<file path="src/rtl/car_game_pkg.sv">
// Shared types and widths for the car game controller: FSM state codes,
// lane/score/frame-counter widths and the lane movement helper.
package car_game_pkg;

    localparam int unsigned LANE_W  = 2;
    localparam int unsigned SCORE_W = 16;
    localparam int unsigned CNT_W   = 20;

    localparam logic [SCORE_W-1:0] SCORE_MAX = '1;

    typedef enum logic [1:0] {
        ST_IDLE = 2'b00,
        ST_PLAY = 2'b01,
        ST_DRAW = 2'b10,
        ST_OVER = 2'b11
    } state_t;

    // One lane step; opposing presses in the same cycle cancel out.
    function automatic logic [LANE_W-1:0] lane_next(
        input logic [LANE_W-1:0] cur,
        input logic              left,
        input logic              right,
        input logic [LANE_W-1:0] last
    );
        lane_next = cur;
        if (left && !right && cur != '0) begin
            lane_next = cur - LANE_W'(1);
        end else if (right && !left && cur != last) begin
            lane_next = cur + LANE_W'(1);
        end
    endfunction

endpackage

</file>
<file path="src/rtl/edge_pulse.sv">
// Rising-edge detector for a level input. Stays quiet for the first cycle
// after reset so a level already high at release does not count as a press.
module edge_pulse (
    input  logic clk,
    input  logic rst_n,
    input  logic d,
    output logic pulse_c
);

    logic prev_q;
    logic armed_q;

    always_ff @(posedge clk or negedge rst_n) begin
        if (!rst_n) begin
            prev_q  <= 1'b0;
            armed_q <= 1'b0;
        end else begin
            prev_q  <= d;
            armed_q <= 1'b1;
        end
    end

    assign pulse_c = armed_q & d & ~prev_q;

endmodule

</file>
<file path="src/rtl/car_game_ctrl.sv">
// Car game control FSM: key edge detection, frame pacing, lane and score.
// Define CARGAME_SPEEDUP_EN to shorten the frame period every 16 points.
module car_game_ctrl
    import car_game_pkg::*;
#(
    parameter int unsigned TICK_DIV   = 833333,
    parameter int unsigned TICK_MIN   = 416667,
    parameter int unsigned SPEED_STEP = 20833,
    parameter int unsigned LANES      = 3
) (
    input  logic               CLOCK_50,
    input  logic               Resetn,
    input  logic               EnterEn,
    input  logic               LeftEn,
    input  logic               RightEn,
    input  logic               collision,
    input  logic               draw_done,
    output logic [1:0]         state,
    output logic [LANE_W-1:0]  lane,
    output logic               draw_req,
    output logic [SCORE_W-1:0] score,
    output logic               game_over
);

    localparam logic [LANE_W-1:0] LANE_INIT = LANE_W'(LANES / 2);
    localparam logic [LANE_W-1:0] LANE_LAST = LANE_W'(LANES - 1);

    // Out-of-range parameter sets elaborate this empty marker block.
    if (LANES < 2 || LANES > 4 || TICK_MIN > TICK_DIV || SPEED_STEP == 0 ||
        TICK_DIV > (1 << CNT_W)) begin : g_bad_params
    end

    logic enter_ev_c;
    logic left_ev_c;
    logic right_ev_c;

    edge_pulse u_enter (.clk(CLOCK_50), .rst_n(Resetn), .d(EnterEn), .pulse_c(enter_ev_c));
    edge_pulse u_left  (.clk(CLOCK_50), .rst_n(Resetn), .d(LeftEn),  .pulse_c(left_ev_c));
    edge_pulse u_right (.clk(CLOCK_50), .rst_n(Resetn), .d(RightEn), .pulse_c(right_ev_c));

    state_t             state_q, state_d;
    logic [LANE_W-1:0]  lane_d;
    logic [SCORE_W-1:0] score_d;
    logic [CNT_W-1:0]   cnt_q, cnt_d;
    logic [CNT_W-1:0]   frame_last_c;

`ifdef CARGAME_SPEEDUP_EN
    localparam logic [CNT_W:0] SHRINK_FLOOR = (CNT_W + 1)'(TICK_MIN + SPEED_STEP);

    logic [CNT_W-1:0] period_q, period_d;

    assign frame_last_c = period_q - CNT_W'(1);
`else
    assign frame_last_c = CNT_W'(TICK_DIV - 1);
`endif

    always_ff @(posedge CLOCK_50 or negedge Resetn) begin
        if (!Resetn) begin
            state_q   <= ST_IDLE;
            lane      <= LANE_INIT;
            score     <= '0;
            cnt_q     <= '0;
            draw_req  <= 1'b0;
            game_over <= 1'b0;
`ifdef CARGAME_SPEEDUP_EN
            period_q  <= CNT_W'(TICK_DIV);
`endif
        end else begin
            state_q   <= state_d;
            lane      <= lane_d;
            score     <= score_d;
            cnt_q     <= cnt_d;
            draw_req  <= (state_d == ST_DRAW);
            game_over <= (state_d == ST_OVER);
`ifdef CARGAME_SPEEDUP_EN
            period_q  <= period_d;
`endif
        end
    end

    // Next-state logic; collision outranks frame expiry and draw_done.
    always_comb begin
        state_d  = state_q;
        lane_d   = lane;
        score_d  = score;
        cnt_d    = cnt_q;
`ifdef CARGAME_SPEEDUP_EN
        period_d = period_q;
`endif
        case (state_q)
            ST_IDLE, ST_OVER: begin
                if (enter_ev_c) begin
                    state_d  = ST_PLAY;
                    lane_d   = LANE_INIT;
                    score_d  = '0;
                    cnt_d    = '0;
`ifdef CARGAME_SPEEDUP_EN
                    period_d = CNT_W'(TICK_DIV);
`endif
                end
            end
            ST_PLAY, ST_DRAW: begin
                lane_d = lane_next(lane, left_ev_c, right_ev_c, LANE_LAST);
                if (collision) begin
                    state_d = ST_OVER;
                end else if (state_q == ST_PLAY) begin
                    if (cnt_q == frame_last_c) begin
                        cnt_d   = '0;
                        state_d = ST_DRAW;
                    end else begin
                        cnt_d = cnt_q + CNT_W'(1);
                    end
                end else if (draw_done) begin
                    state_d = ST_PLAY;
                    if (score != SCORE_MAX) begin
                        score_d = score + SCORE_W'(1);
`ifdef CARGAME_SPEEDUP_EN
                        if (score_d[3:0] == 4'd0) begin
                            period_d = ({1'b0, period_q} >= SHRINK_FLOOR) ?
                                       period_q - CNT_W'(SPEED_STEP) : CNT_W'(TICK_MIN);
                        end
`endif
                    end
                end
            end
            default: state_d = ST_IDLE;
        endcase
    end

    assign state = state_q;

endmodule

</file>
<file path="config.mk">
export PLATFORM = sky130hd
export DESIGN_NAME = car_game_ctrl
export DESIGN_NICKNAME = d
export VERILOG_FILES = /design/src/rtl/car_game_pkg.sv /design/src/rtl/edge_pulse.sv /design/src/rtl/car_game_ctrl.sv
export SDC_FILE = /design/constraint.sdc
export NUM_CORES = 1
export LEC_CHECK = 0
export BUFFER_PORTS_ARGS = -buffer_cell sky130_fd_sc_hd__buf_2
export CELL_PAD_IN_SITES_DETAIL_PLACEMENT = 1
export CELL_PAD_IN_SITES_GLOBAL_PLACEMENT = 1
export CORE_UTILIZATION = 35
export DETAILED_ROUTE_END_ITERATION = 12
export PLACE_DENSITY_LB_ADDON = 0.1
export SYNTH_ARGS = -nofsm -noshare
export SYNTH_HDL_FRONTEND = slang
export SYNTH_SLANG_ARGS = --single-unit
</file>
<file path="constraint.sdc">
create_clock -name CLOCK_50 -period 3.9 [get_ports CLOCK_50]
set_clock_uncertainty 0.15 [all_clocks]
set_input_delay 0.78 -clock CLOCK_50 [delete_from_list [all_inputs] [get_ports CLOCK_50]]
set_output_delay 0.78 -clock CLOCK_50 [all_outputs]
set_load 0.1 [all_outputs]
</file>
==> impl_metrics.csv <==
group,metric,value,unit
global_route,first_global_vias,2436,
logic_synthesis,netlist_area,2720,um2
sta,timing.setup.tns,0,ns
cts,cts_max_level,2,
sta,final-setup-viol-count,0,
die,dieWidth,90.1,um
logic_synthesis,synth_ff_type,"dfrtp_1",
flow_run,cap_violations,0,
routing,wl,7230,um
cts,clk_pin_slew,0.09,ns
layout,fin_area,3040,um2
routing,dr.first_iter.drc_count,78,
die,ioPinCount,29,
routing,drt-vias-per-instance,5.56,
cts,cts_tree,"built",
sta,hold_viol,0,
logic_synthesis,yosysWarnings,0,
layout,final.fill_count,907,
pwr,pwr_density_cell,658,nW/um2
logic_synthesis,async_flop_share,1.00,
placement,finalWeightedCongestion,0.790,
layout,final_common_cell,"dfrtp_1",
cts,clk_path_buf_depth,2,
routing,vias,2420,
routing,final_antenna_net_count,0,
worst_setup_path,worstPathMaxFanout,12,
die,initial_core_util,0.369,
cts,post_cts_buffers,0,
sta,fmax,373,MHz
sta,drv_slew,0,
pwr,power.leakage,0.00125,uW
sta,worst_pin_slew,0.803,ns
routing,wire_per_inst,16.6,um
sta,maxSlewHeadroom,0.461,
logic_synthesis,synthXorXnorAreaFrac,0,
cts,hold_buffers,0,
layout,regArea,1150,um2
logic_synthesis,synth_compound_area_frac,0.187,
global_route,grt_pass1_wl,12600,um
hold_path,holdCritPathClass,"input port to asynchronous set/reset pin",
layout,multi_input_area,1460,um2
die,fp.dieArea,8120,um2
placement,dpl.hpwl,5280,um
layout,area_growth,11.9,%
sta,period_share,0.687,
global_route,grt_max_degree,27,
logic_synthesis,syn_nets,319,
worst_setup_path,path_class,"register to register",
logic_synthesis,synth_top_family_by_area,"simple AND/OR/NAND/NOR gates",
layout,drive_gt1_frac,0.143,
placement,dp_slack,1.22,ns
global_route,grt-ovfl-total,0,
placement,port_buffers,28,
worst_setup_path,cp.required,3.97,ns
logic_synthesis,synth-seq-cells,46,
die,die_y,90.1,um
routing,dr.pass1.iters,4,
cts,cts_root_buf,"clkbuf_8",
logic_synthesis,yosys.area_share.adder,0.0230,
pwr,vdd_ir_drop_max,474,uV
logic_synthesis,muxShareOfSynthArea,0.0488,
global_route,antenna_found_initial,0,
cts,clk_latency,0.30,ns
logic_synthesis,syn_avg_cell_area,8.86,um2
layout,final_cell_mix,"dfrtp_1 (45), nand2_1 (31), buf_2 (28), o21ai_0 (26), nor2_1 (24)",
outcome,status,"completed",
layout,nets,347,
logic_synthesis,synthCells,307,
logic_synthesis,synth.distinct_cells,54,
cts,numCtsBuffers,5,
cts,post_cts_resized,0,
logic_synthesis,ys_seq_area_frac,0.424,
sta,period_needed,2.68,ns
sta,rsz0062_at_grt,"no",
die,rows,31,
routing,drcViolationCount,0,
die,core,7370,um2
pwr,power,2000,uW
worst_setup_path,cp.arrival,2.75,ns
placement,place_area,2960,um2
logic_synthesis,synthSimpleGateAreaFrac,0.277,
worst_setup_path,worst_setup_path_start_kind,"register",
sta,layout_setup_ws,1.22,ns
logic_synthesis,synth-edff-count,0,
cts,cts.sinks,46,
worst_setup_path,worstSetupEndpointType,"register",
layout,diodes,0,
global_route,grt_use_total,0.195,
## per-layer routing
layer	GRT usage	up-vias	share of wire
li1	-	1194	-
met3	0.0372	6	0.024
met4	0.0524	0	0.011
met5	0	-	0
met2	0.297	30	0.43
met1	0.281	1190	0.53
## state kept, by name (all words and copies together) (netlist names)
name,cells
game_over,1
u_enter.prev_q,1
cnt_q,20
score,16
u_right.prev_q,1
lane,2
u_left.prev_q,1
state,2
u_right.armed_q,1
draw_req,1
## report_power, final
group / total, uW / switching [uW] / internal (uW) / leakage [uW]
sequential: 701 / 127 / 574 / 0.000593
combinational: 1010 / 764 / 244 / 0.000610
clock: 293 / 168 / 125 / 0.0000450
total: 2000 / 1060 / 943 / 0.00125
## logic make-up after synthesis
logic type	count (synthesis)
other	1
buffers and inverters	26
adders and majority gates	5
AOI/OAI and AO/OA	79
and+or+nand+nor	137
muxes	13
DFF	46
## Yosys cell counts, types with 4 or more instances
master	instances	area, um2
a21oi_1	11	55.1
a22o_1	8	70.1
clkbuf_1	8	30.0
dfrtp_1	45	1130
ha_1	5	62.6
inv_1	15	56.3
mux2i_1	11	110
nand2_1	31	116
nand2b_1	4	25.0
nand3_1	17	85.1
nand4_1	7	43.8
nor2_1	24	90.1
nor2b_1	4	25.0
nor3_1	13	65.1
nor3b_1	5	37.5
nor4_1	6	37.5
o21ai_0	27	135
o21ai_1	6	30.0
or3_1	4	25.0
or4_1	7	52.6
## worst max-delay path: stages, from the launching register on
cell and delay, ns:
dfrtp_1 0.43, inv_1 0.07, ha_1 0.40, mux2_2 0.47, nand2b_1 0.40, or4_1 0.59, o21ai_0 0.08
## worst paths after layout
path,from,slack (ns),end,depth (start not counted)
setup / recovery,state[1],1.22,cnt_q[14],6
hold / removal,Resetn,0.33,score[9],1
setup reg to reg,state[1],1.22,cnt_q[14],6
hold reg to reg,cnt_q[17],0.39,cnt_q[17],1
max in group asynchronous,Resetn,2.54,cnt_q[11],2
min in group CLOCK_50,cnt_q[17],0.39,cnt_q[17],1
## cell type report
cell class	instances	share of cell area
Timing Repair Buffer	31	0.0535
Inverter	16	0.0197
Tap cell	99	0.0407
Clock buffer	6	0.0239
Clock inverter	2	0.00329
Multi-Input combinational cell	235	0.480
Sequential cell	46	0.379
## through the flow
step                       util  std cells  hold slack [ns]
after floorplan               -        307            0.334
after global placement    0.402        427            0.373
after detailed placement  0.402        427            0.381
after CTS                 0.413        435            0.351
after global routing      0.413        435            0.377
final                     0.413        435            0.327
Power figures use the tool's default switching activity.
